### src/rtl/biriscv_div_responder.sv
// ---------------------------------------------------------------------------
// biriscv_div_responder: iterative RV32M DIV/DIVU/REM/REMU responder unit.
// Optional early-out build: BIRISCV_DIV_EARLY_OUT_EN.   Rev 1.0
// ---------------------------------------------------------------------------
`default_nettype none

module biriscv_div_responder #(
  parameter int BITS_PER_CYCLE = 1
) (
  input  logic        clk_i,
  input  logic        rst_ni,
  input  logic        opcode_valid_i,
  input  logic [31:0] opcode_opcode_i,
  input  logic [31:0] opcode_ra_operand_i,
  input  logic [31:0] opcode_rb_operand_i,
  input  logic        flush_i,
  output logic        busy_o,
  output logic        div_complete_o,
  output logic [31:0] div_result_o
);

  localparam int         C_ITERS    = 32 / BITS_PER_CYCLE;
  localparam logic [4:0] C_CNT_LOAD = 5'(C_ITERS - 1);

  typedef enum logic [1:0] {
    ST_IDLE = 2'd0,
    ST_RUN  = 2'd1,
    ST_DONE = 2'd2
  } state_t;

  state_t      state_q;
  logic [4:0]  count_q;
  logic [31:0] rem_q;
  logic [31:0] quo_q;
  logic [31:0] dvs_q;
  logic        q_neg_q;
  logic        r_neg_q;
  logic        want_rem_q;
  logic        busy_q;
  logic        complete_q;
  logic [31:0] result_q;

  logic [31:0] rem_d;
  logic [31:0] quo_d;
  logic [32:0] w_shift;

  // Decode and operand conditioning for the start cycle
  logic        w_is_div;
  logic        w_signed;
  logic        w_want_rem;
  logic        w_start;
  logic        w_a_neg;
  logic        w_b_neg;
  logic        w_b_zero;
  logic [31:0] w_a_abs;
  logic [31:0] w_b_abs;
  logic        w_unused_opcode;

  assign w_is_div   = (opcode_opcode_i[6:0] == 7'b0110011) &&
                      (opcode_opcode_i[31:25] == 7'b0000001) &&
                      opcode_opcode_i[14];
  assign w_signed   = ~opcode_opcode_i[12];
  assign w_want_rem = opcode_opcode_i[13];
  assign w_start    = opcode_valid_i & w_is_div & ~flush_i & (state_q == ST_IDLE);
  assign w_a_neg    = w_signed & opcode_ra_operand_i[31];
  assign w_b_neg    = w_signed & opcode_rb_operand_i[31];
  assign w_b_zero   = (opcode_rb_operand_i == 32'd0);
  assign w_a_abs    = w_a_neg ? (32'd0 - opcode_ra_operand_i) : opcode_ra_operand_i;
  assign w_b_abs    = w_b_neg ? (32'd0 - opcode_rb_operand_i) : opcode_rb_operand_i;
  assign w_unused_opcode = &{1'b0, opcode_opcode_i[24:15], opcode_opcode_i[11:7]};

  // Restoring step(s): 33-bit partial remainder compared against the divisor
  always_comb begin
    rem_d   = rem_q;
    quo_d   = quo_q;
    w_shift = '0;
    for (int i = 0; i < BITS_PER_CYCLE; i++) begin
      w_shift = {rem_d, quo_d[31]};
      quo_d   = {quo_d[30:0], 1'b0};
      if (w_shift >= {1'b0, dvs_q}) begin
        w_shift  = w_shift - {1'b0, dvs_q};
        quo_d[0] = 1'b1;
      end
      rem_d = w_shift[31:0];
    end
  end

  logic [31:0] w_quo_fin;
  logic [31:0] w_rem_fin;
  logic [31:0] w_final;

  assign w_quo_fin = q_neg_q ? (32'd0 - quo_d) : quo_d;
  assign w_rem_fin = r_neg_q ? (32'd0 - rem_d) : rem_d;
  assign w_final   = want_rem_q ? w_rem_fin : w_quo_fin;

  logic        w_early;
  logic [31:0] w_early_res;

`ifdef BIRISCV_DIV_EARLY_OUT_EN
  logic w_ovf;
  logic w_small;

  assign w_ovf       = w_signed && (opcode_ra_operand_i == 32'h8000_0000) &&
                       (opcode_rb_operand_i == 32'hFFFF_FFFF);
  assign w_small     = (w_a_abs < w_b_abs);
  assign w_early     = w_b_zero | w_ovf | w_small;
  assign w_early_res = w_want_rem ? (w_ovf ? 32'd0 : opcode_ra_operand_i)
                                  : (w_b_zero ? 32'hFFFF_FFFF :
                                     w_ovf    ? 32'h8000_0000 : 32'd0);
`else
  assign w_early     = 1'b0;
  assign w_early_res = 32'd0;
`endif

  always_ff @(posedge clk_i or negedge rst_ni) begin
    if (!rst_ni) begin
      state_q    <= ST_IDLE;
      count_q    <= '0;
      rem_q      <= '0;
      quo_q      <= '0;
      dvs_q      <= '0;
      q_neg_q    <= 1'b0;
      r_neg_q    <= 1'b0;
      want_rem_q <= 1'b0;
      busy_q     <= 1'b0;
      complete_q <= 1'b0;
      result_q   <= '0;
    end else if (flush_i) begin
      state_q    <= ST_IDLE;
      count_q    <= '0;
      busy_q     <= 1'b0;
      complete_q <= 1'b0;
    end else begin
      case (state_q)
        ST_IDLE: begin
          complete_q <= 1'b0;
          if (w_start) begin
            rem_q      <= '0;
            quo_q      <= w_a_abs;
            dvs_q      <= w_b_abs;
            q_neg_q    <= (w_a_neg ^ w_b_neg) & ~w_b_zero;
            r_neg_q    <= w_a_neg;
            want_rem_q <= w_want_rem;
            busy_q     <= 1'b1;
            if (w_early) begin
              state_q    <= ST_DONE;
              count_q    <= '0;
              complete_q <= 1'b1;
              result_q   <= w_early_res;
            end else begin
              state_q <= ST_RUN;
              count_q <= C_CNT_LOAD;
            end
          end
        end
        ST_RUN: begin
          rem_q <= rem_d;
          quo_q <= quo_d;
          if (count_q == 5'd0) begin
            state_q    <= ST_DONE;
            complete_q <= 1'b1;
            result_q   <= w_final;
          end else begin
            count_q <= count_q - 5'd1;
          end
        end
        ST_DONE: begin
          state_q    <= ST_IDLE;
          busy_q     <= 1'b0;
          complete_q <= 1'b0;
        end
        default: begin
          state_q <= ST_IDLE;
        end
      endcase
    end
  end

  assign busy_o         = busy_q;
  assign div_complete_o = complete_q;
  assign div_result_o   = result_q;

endmodule

`default_nettype wire

### config.mk
export PLATFORM = sky130hd
export DESIGN_NAME = biriscv_div_responder
export DESIGN_NICKNAME = d
export VERILOG_FILES = /design/src/rtl/biriscv_div_responder.sv
export SDC_FILE = /design/constraint.sdc
export NUM_CORES = 1
export LEC_CHECK = 0
export CAP_MARGIN = 20
export CORE_MARGIN = 2
export CORE_UTILIZATION = 25
export DETAILED_ROUTE_END_ITERATION = 8
export GPL_ROUTABILITY_DRIVEN = 0
export PLACE_DENSITY = 0.4
export SETUP_SLACK_MARGIN = 0.5
export SKIP_LAST_GASP = 1
export SLEW_MARGIN = 5
export SYNTH_ARGS = -nofsm -noshare
export SYNTH_HDL_FRONTEND = slang
export SYNTH_SLANG_ARGS = --single-unit
### constraint.sdc
create_clock -name clk_i -period 6 [get_ports clk_i]
set_clock_uncertainty 0.2 [all_clocks]
set_input_delay 1.2 -clock clk_i [delete_from_list [all_inputs] [get_ports clk_i]]
set_output_delay 1.2 -clock clk_i [all_outputs]
set_load 0.02 [all_outputs]
==> flow_summary.yaml, run 1 <==
outcome:
  status: "complete, no violations"
synthesis:
  synthArstFlopShare_pct: 100.0
  synth_seq_cells: 140
  syn_area_per_cell_um2: 7.823
  synth-edff-count: 0
  ys_seq_area_share_pct: 30.72
  syn-instance-count: 1458
  synth-main-ff-cell: "dfrtp_1"
  ys_warn_count: 0
  syn_nets: 1597
  ys_types: 86
  netlist_area_mm2: 0.01141
power:
  p_switching_w: 0.0005918
  clockPowerShare_pct: 50.8
  power.density_mw_per_mm2: 166.4
  p_seq_share_pct: 41.0
  ir_drop_v: 0.0001362
  combPwrFrac_pct: 8.2
  switching_share_pct: 25.69
  p_leak_nw: 5.751
  power_report.internal_total_w: 0.001712
timing:
  rsz0062_at_grt: "no"
  finalSetupViolations: 0
  drv_slew: 0
  tns_ns: 0
  slew-limit-headroom_pct: 37.09
  tightest_slew_ns: 0.9380
  hold_viol: 0
  fin_crit_ns: 5.121
  period_share_pct: 85.35
  fmax_mhz: 195.3
global_route:
  grt_pass1_vias: 10580
  grt_pass1_wl_um: 59620
  grt_max_degree: 69
  antenna_found_initial: 0
  groute.usage.overall_pct: 15.94
  grt-ovfl-total: 0
routing:
  drt_iter0_drc: 541
  vias_per_cell: 5.024
  vias: 10790
  avgRoutedWirePerCell_um: 17.59
  drc: 0
  routed_wirelength_um: 37780
  antenna_left: 0
  drtPass1Iterations: 5
setup_path:
  cp.required_ns: 6.19
  r2r_cells: 20
  rrSetupSlack_ns: 0.88
  crit_path_end_kind: "register"
  r2r_end: "div_result_o[24]"
  critical_path_class: "reg2reg"
  reg2reg_from: "rem_q[3]"
  worstPathArrival_ns: 5.31
  worst-path-max-fanout: 6
  cp-start-kind: "register"
run:
  cap_violations: 0
finish:
  antenna_cells: 0
  instances_no_fill: 2148
  syn_to_final_growth_pct: 21.34
  num-nets-final: 1674
  drive_gt1_share_pct: 5.879
placed_design:
  placedCellCount: 2114
  hpwl_um: 28440
  numPortBuffers: 118
die:
  die-height_um: 217.6
  rows: 78
  ios: 134
  initial_utilization_pct: 25.24
  core_mm2: 0.04519
  die_w_um: 217.6
  dieArea_mm2: 0.04735
clock_tree:
  cts_buffers: 17
  cts_buffer_depth: 2
  clock_latency_ns: 0.45
  cts_tree: "done"
  clock-sinks: 140
  clockRootBuffer: "clkbuf_16"
  clk_pin_slew_ns: 0.07
  cts.htree.levels: 4
worst_hold_path:
  min_to: "div_result_o[5]"
  worstHoldPathCells: 2
  hold_path.class: "reg2reg"
  worstHoldStart: "div_result_o[5]"
==> synth_stat cells (5+ instances only) <==
master    number  area (um2)
dfrtp_1      140        3503
and3_1        18       112.6
nor4b_1        5       43.79
and4_1         5       43.79
or3_1         25       156.4
nand4_1       13       81.33
a311oi_1       7       61.31
a21oi_1      134       670.6
nand2_1      182       683.2
nand2b_1      19       118.9
buf_1          7       26.28
o41ai_1       14       122.6
nor2b_1        9       56.30
o31ai_1       20       150.1
nor3_1        41       205.2
nand3_1       16       80.08
ha_1          38       475.5
xnor2_1       67       586.8
and2_1         9       56.30
a31oi_1       13       81.33
o211ai_1      13       97.59
nor2_1       124       465.5
nor4_1        21       131.4
inv_1         52       195.2
o21a_1         7       52.55
mux2i_1       30       300.3
xor2_1        59       516.8
clkbuf_1      67       251.5
o21ai_0      159       795.8
a211oi_1       6       45.04
a221o_1        5       50.05
buf_2          9       45.04
or4_1         13       97.59
a21o_1        20       150.1
==> stage by stage <==
step | cell area (um2) | utilization [%] | setup WS, ns | hold WS (ns) | power, W
after floorplan | 11410 | - | 0.7315 | 0.2713 | 0.001040
after global placement | 13190 | 29.19 | 0.6089 | 0.2649 | 0.001156
final | 13840 | 30.63 | 0.8787 | 0.2803 | 0.002304
after detailed placement | 13190 | 29.19 | 0.5921 | 0.2665 | 0.001157
after global routing | 13840 | 30.63 | 0.4649 | 0.3015 | 0.002390
after CTS | 13810 | 30.56 | 0.5393 | 0.2898 | 0.002345
==> repair_timing <==
| action | 4_1_cts | 5_1_grt |
|---|---|---|
| setup endpoints to repair | 0 | 5 |
| gates resized for setup | 0 | 3 |
| endpoints found under the hold margin | 0 | 0 |
| hold buffers | 0 | 0 |
| buffers inserted | 0 | 2 |
==> state kept, by name (all words and copies together), names as in the netlist <==
| register | count |
|---|---|
| div_result_o | 32 |
| div_complete_o | 1 |
| quo_q | 32 |
| busy_o | 1 |
| r_neg_q | 1 |
| dvs_q | 32 |
| q_neg_q | 1 |
| count_q | 5 |
| want_rem_q | 1 |
| rem_q | 32 |
| state_q | 2 |
==> cell type report <==
cell class              instances  area (um2)
fillers                      4842       31350
multi-input cells            1182        7411
flip-flops and latches        140        3503
repair buffers                141        1355
well taps                     600       750.7
clock buffers                  19       442.9
inverters                      53       198.9
clock inverters                13       177.7
==> kinds of logic after synthesis <==
group / after synthesis / synth area share, %
compound gates: 462 / 25.53
xor+xnor: 126 / 9.675
fa+ha+maj: 39 / 4.344
buf+inv: 136 / 4.574
flops: 140 / 30.72
mux: 35 / 3.148
simple gates: 520 / 22.02
==> cells in the final DEF (no fill, tap or decap), types with 5 or more instances in the layout <==
cell type        count
inv_6                5
xnor2_1             67
dfrtp_1            140
a221o_1              5
or4_1               13
and2_1               9
o211ai_1            13
ha_1                37
or3_1               24
nor3_1              41
and3_1              18
o21a_1               7
xor2_1              59
mux2i_1             30
a211oi_1             6
and4_1               5
o31ai_1             19
clkdlybuf4s50_1    117
buf_4               23
o41ai_1             14
nand2_1            182
o21ai_0            159
a311oi_1             7
a21oi_1            134
nor4b_1              5
clkbuf_16           17
nand2b_1            19
nand3_1             16
nor2b_1              8
nand4_1             13
nor2_1             124
nor4_1              20
inv_1               52
a21o_1              20
a31oi_1             13
==> power by group through the flow <==
stage                     Sequential, W  Combinational, W  Clock, W
after detailed placement       0.000962          0.000195         0
after CTS                      0.000944          0.000196   0.00121
after global placement         0.000962          0.000194         0
after global routing           0.000944          0.000213   0.00123
final                          0.000944          0.000190   0.00117
after floorplan                0.000963         0.0000774         0
==> worst max-delay path, cell delays in order, from the launching register on <==
cell	delay [ns]
dfrtp_1	0.45
ha_1	0.42
a21o_1	0.25
a31oi_2	0.30
a2111oi_2	0.17
o31ai_2	0.34
nand3_2	0.22
inv_2	0.12
mux2i_1	0.29
ha_1	0.28
nand2_1	0.08
a2111o_1	0.38
nor3_1	0.16
nand3_1	0.12
o32ai_2	0.27
nand4_1	0.14
buf_4	0.20
buf_4	0.14
o21ai_1	0.15
mux2i_1	0.20
o22a_1	0.14
==> how the worst max path moves through the flow <==
stage	from	endpoint	slack, ns	cells after the start
finish	rem_q[3]	div_result_o[24]	0.88	20
global route	rem_q[26]	div_result_o[28]	0.46	19
CTS	rem_q[3]	div_result_o[28]	0.54	18
detailed placement	rem_q[3]	div_result_o[28]	0.59	18
global placement	rem_q[3]	div_result_o[28]	0.61	18
floorplan	rem_q[0]	div_result_o[28]	0.73	20
==> per-layer routing <==
layer	vias up	GRT usage (%)	share of wire [%]
li1	5429	-	-
met1	5192	20.99	48
met2	151	27.35	49
met3	19	2.315	2.5
met4	0	3.813	1.2
met5	-	0	0
Note: power is estimated with default switching activity, not from simulation.
==> run 2: changes to the inputs <==
--- a/config.mk
+++ b/config.mk
@@ -5,6 +5,7 @@
 export SDC_FILE = /design/constraint.sdc
 export NUM_CORES = 1
 export LEC_CHECK = 0
+export ABC_AREA = 1
 export CAP_MARGIN = 20
 export CORE_MARGIN = 2
 export CORE_UTILIZATION = 25
@@ -17,3 +18,4 @@
 export SYNTH_ARGS = -nofsm -noshare
 export SYNTH_HDL_FRONTEND = slang
 export SYNTH_SLANG_ARGS = --single-unit
+export TNS_END_PERCENT = 100
==> flow_summary.yaml, run 2 <==
timing:
  hold_ws_ns: 0.2853
  hold_viol: 0
  drv_slew: 0
  fin_crit_ns: 4.928
  finalSetupViolations: 0
  tightest_slew_ns: 0.9588
  setup_ws_ns: 1.072
  slew-limit-headroom_pct: 36.01
  rsz0062_at_grt: "no"
  tns_ns: 0
  fmax_mhz: 202.9
  period_share_pct: 82.13
power:
  ir_drop_v: 0.0001800
  p_seq_share_pct: 21.0
  clockPowerShare_pct: 15.5
  combPwrFrac_pct: 63.6
  power.density_mw_per_mm2: 500.9
  power_report.internal_total_w: 0.003409
  p_leak_nw: 6.950
  switching_share_pct: 53.39
  p_switching_w: 0.003905
clock_tree:
  cts_buffers: 17
  cts_buffer_depth: 2
  cts.htree.levels: 4
  cts_tree: "done"
  clk_pin_slew_ns: 0.07
  clock_latency_ns: 0.45
  clockRootBuffer: "clkbuf_16"
  post_cts_buffers: 0
  clock-sinks: 140
finish:
  instances_no_fill: 2644
  most-common-layout-cells: "480 x nand2_1, 270 x inv_1, 201 x nor2_1"
  drive_gt1_share_pct: 7.097
  antenna_cells: 0
  num-nets-final: 2155
  syn_to_final_growth_pct: 19.92
  final_common_cell: "nand2_1"
  final_util_pct: 30.46
setup_path:
  cp-start-kind: "register"
  cp.required_ns: 6.12
  r2r_cells: 27
  critPathSlowestCell: "dfrtp_1"
  worstPathArrival_ns: 5.05
  critical_path_class: "reg2reg"
  crit_path_end_kind: "register"
  worst-path-max-fanout: 37
  max_stage_delay_ns: 0.42
synthesis:
  synth_seq_cells: 140
  synth-edff-count: 0
  syn-instance-count: 1918
  ys_warn_count: 0
  ys_types: 54
  yosysTopAreaCell: "dfrtp_1"
  synthArstFlopShare_pct: 100.0
  syn_nets: 2057
  synth-main-ff-cell: "dfrtp_1"
  yosysMostFrequentCell: "nand2_1"
  ys_seq_area_share_pct: 28.77
  netlist_area_mm2: 0.01218
  syn_area_per_cell_um2: 6.349
  yosys-top-cells-area: "dfrtp_1 29%, nand2_1 15%, inv_1 8.3%"
  yosys.area.top_type_share_pct: 28.77
  yosys-top-cells-count: "480 x nand2_1, 270 x inv_1, 202 x nor2_1"
die:
  core_mm2: 0.04795
  initial_utilization_pct: 25.40
  die_w_um: 224.7
  rows: 80
  dieArea_mm2: 0.05049
  die-height_um: 224.7
  ios: 134
placed_design:
  numPortBuffers: 118
  post-place-ws_ns: 1.003
  placedCellCount: 2612
  hpwl_um: 37100
routing:
  drc: 0
  drtPass1Iterations: 4
  vias_per_cell: 4.767
  avgRoutedWirePerCell_um: 17.37
  antenna_left: 0
  routed_wirelength_um: 45930
  vias: 12610
  drt_iter0_drc: 963
global_route:
  grt_pass1_wl_um: 71530
  groute.usage.overall_pct: 18.54
  grt_pass1_vias: 12280
  grt_max_degree: 67
  grt-ovfl-total: 0
  antenna_found_initial: 0
worst_hold_path:
  hold_path.class: "reg2reg"
  worstHoldPathCells: 2
run:
  cap_violations: 0
outcome:
  status: "complete, no violations"
## run 2: cell count changes after synthesis, sizes merged, moves of 25 or more
cell / change
o21ai: +34
nand3: +117
mux2i: -31
inv: +229
nor2: +100
nand2: +330
xnor2: -53
clkbuf: -25
## run 2: logic make-up after synthesis
group,share of synthesized area (%)
fa+ha+maj,4.069
compound gates,16.75
buf+inv,10.94
xor+xnor,3.956
simple gates,35.43
flops,28.77
mux,0.09246
## run 2: stage by stage
stage / instance area [um2] / total power (W)
floorplan: 12180 / 0.004749
global placement: 14010 / 0.006233
detailed placement: 14010 / 0.006229
CTS: 14600 / 0.007402
global route: 14600 / 0.008024
finish: 14600 / 0.007314
## run 2: critical path, delay by kind of cell (launching register included)
family,cells,cell delay [ns]
AO/OA/AOI/OAI,5,0.66
buffers and inverters,4,0.37
AND/OR/NAND/NOR,16,2.53
adder cells (fa/ha/maj),2,0.58
flip-flops,1,0.42
## run 2: repair_timing
item                                   4_1_cts  5_1_grt
resized for setup                            0        1
endpoints found under the hold margin        0        0
setup endpoints to repair                    0        1
hold buffers                                 0        0
## run 2: path summary, 6_finish.rpt
path	slack, ns	to	startpoint
setup / recovery	1.07	div_result_o[26]	rem_q[7]
hold / removal	0.29	dvs_q[17]	dvs_q[17]
setup reg to reg	1.07	div_result_o[26]	rem_q[7]
hold reg to reg	0.29	dvs_q[17]	dvs_q[17]
max in group asynchronous	3.98	div_result_o[27]	rst_ni
min in group asynchronous	0.55	dvs_q[6]	rst_ni
## run 2: cell type report
cell class | count | area, um2
clock buffers | 22 | 454.2
clock inverters | 10 | 140.1
fillers | 5330 | 33340
inverters | 284 | 1069
multi-input cells | 1438 | 7358
flip-flops and latches | 140 | 3503
well taps | 615 | 769.5
repair buffers | 135 | 1310
## run 2: metal layers
| metal | global-route usage, % | vias up | part of all wire (%) |
|---|---|---|---|
| met3 | 2.404 | 42 | 3.3 |
| met1 | 26.13 | 5894 | 50 |
| met4 | 5.640 | 0 | 2.1 |
| li1 | - | 6422 | - |
| met2 | 29.43 | 247 | 45 |
| met5 | 0 | - | 0 |
## run 2: power by group through the flow
stage / Sequential (W) / Combinational [W] / Clock (W)
6_report: 0.00153 / 0.00465 / 0.00113
5_1_grt: 0.00157 / 0.00526 / 0.00120
4_1_cts: 0.00155 / 0.00469 / 0.00116
3_5_place_dp: 0.00156 / 0.00467 / 0
3_3_place_gp: 0.00156 / 0.00467 / 0
2_1_floorplan: 0.00154 / 0.00320 / 0
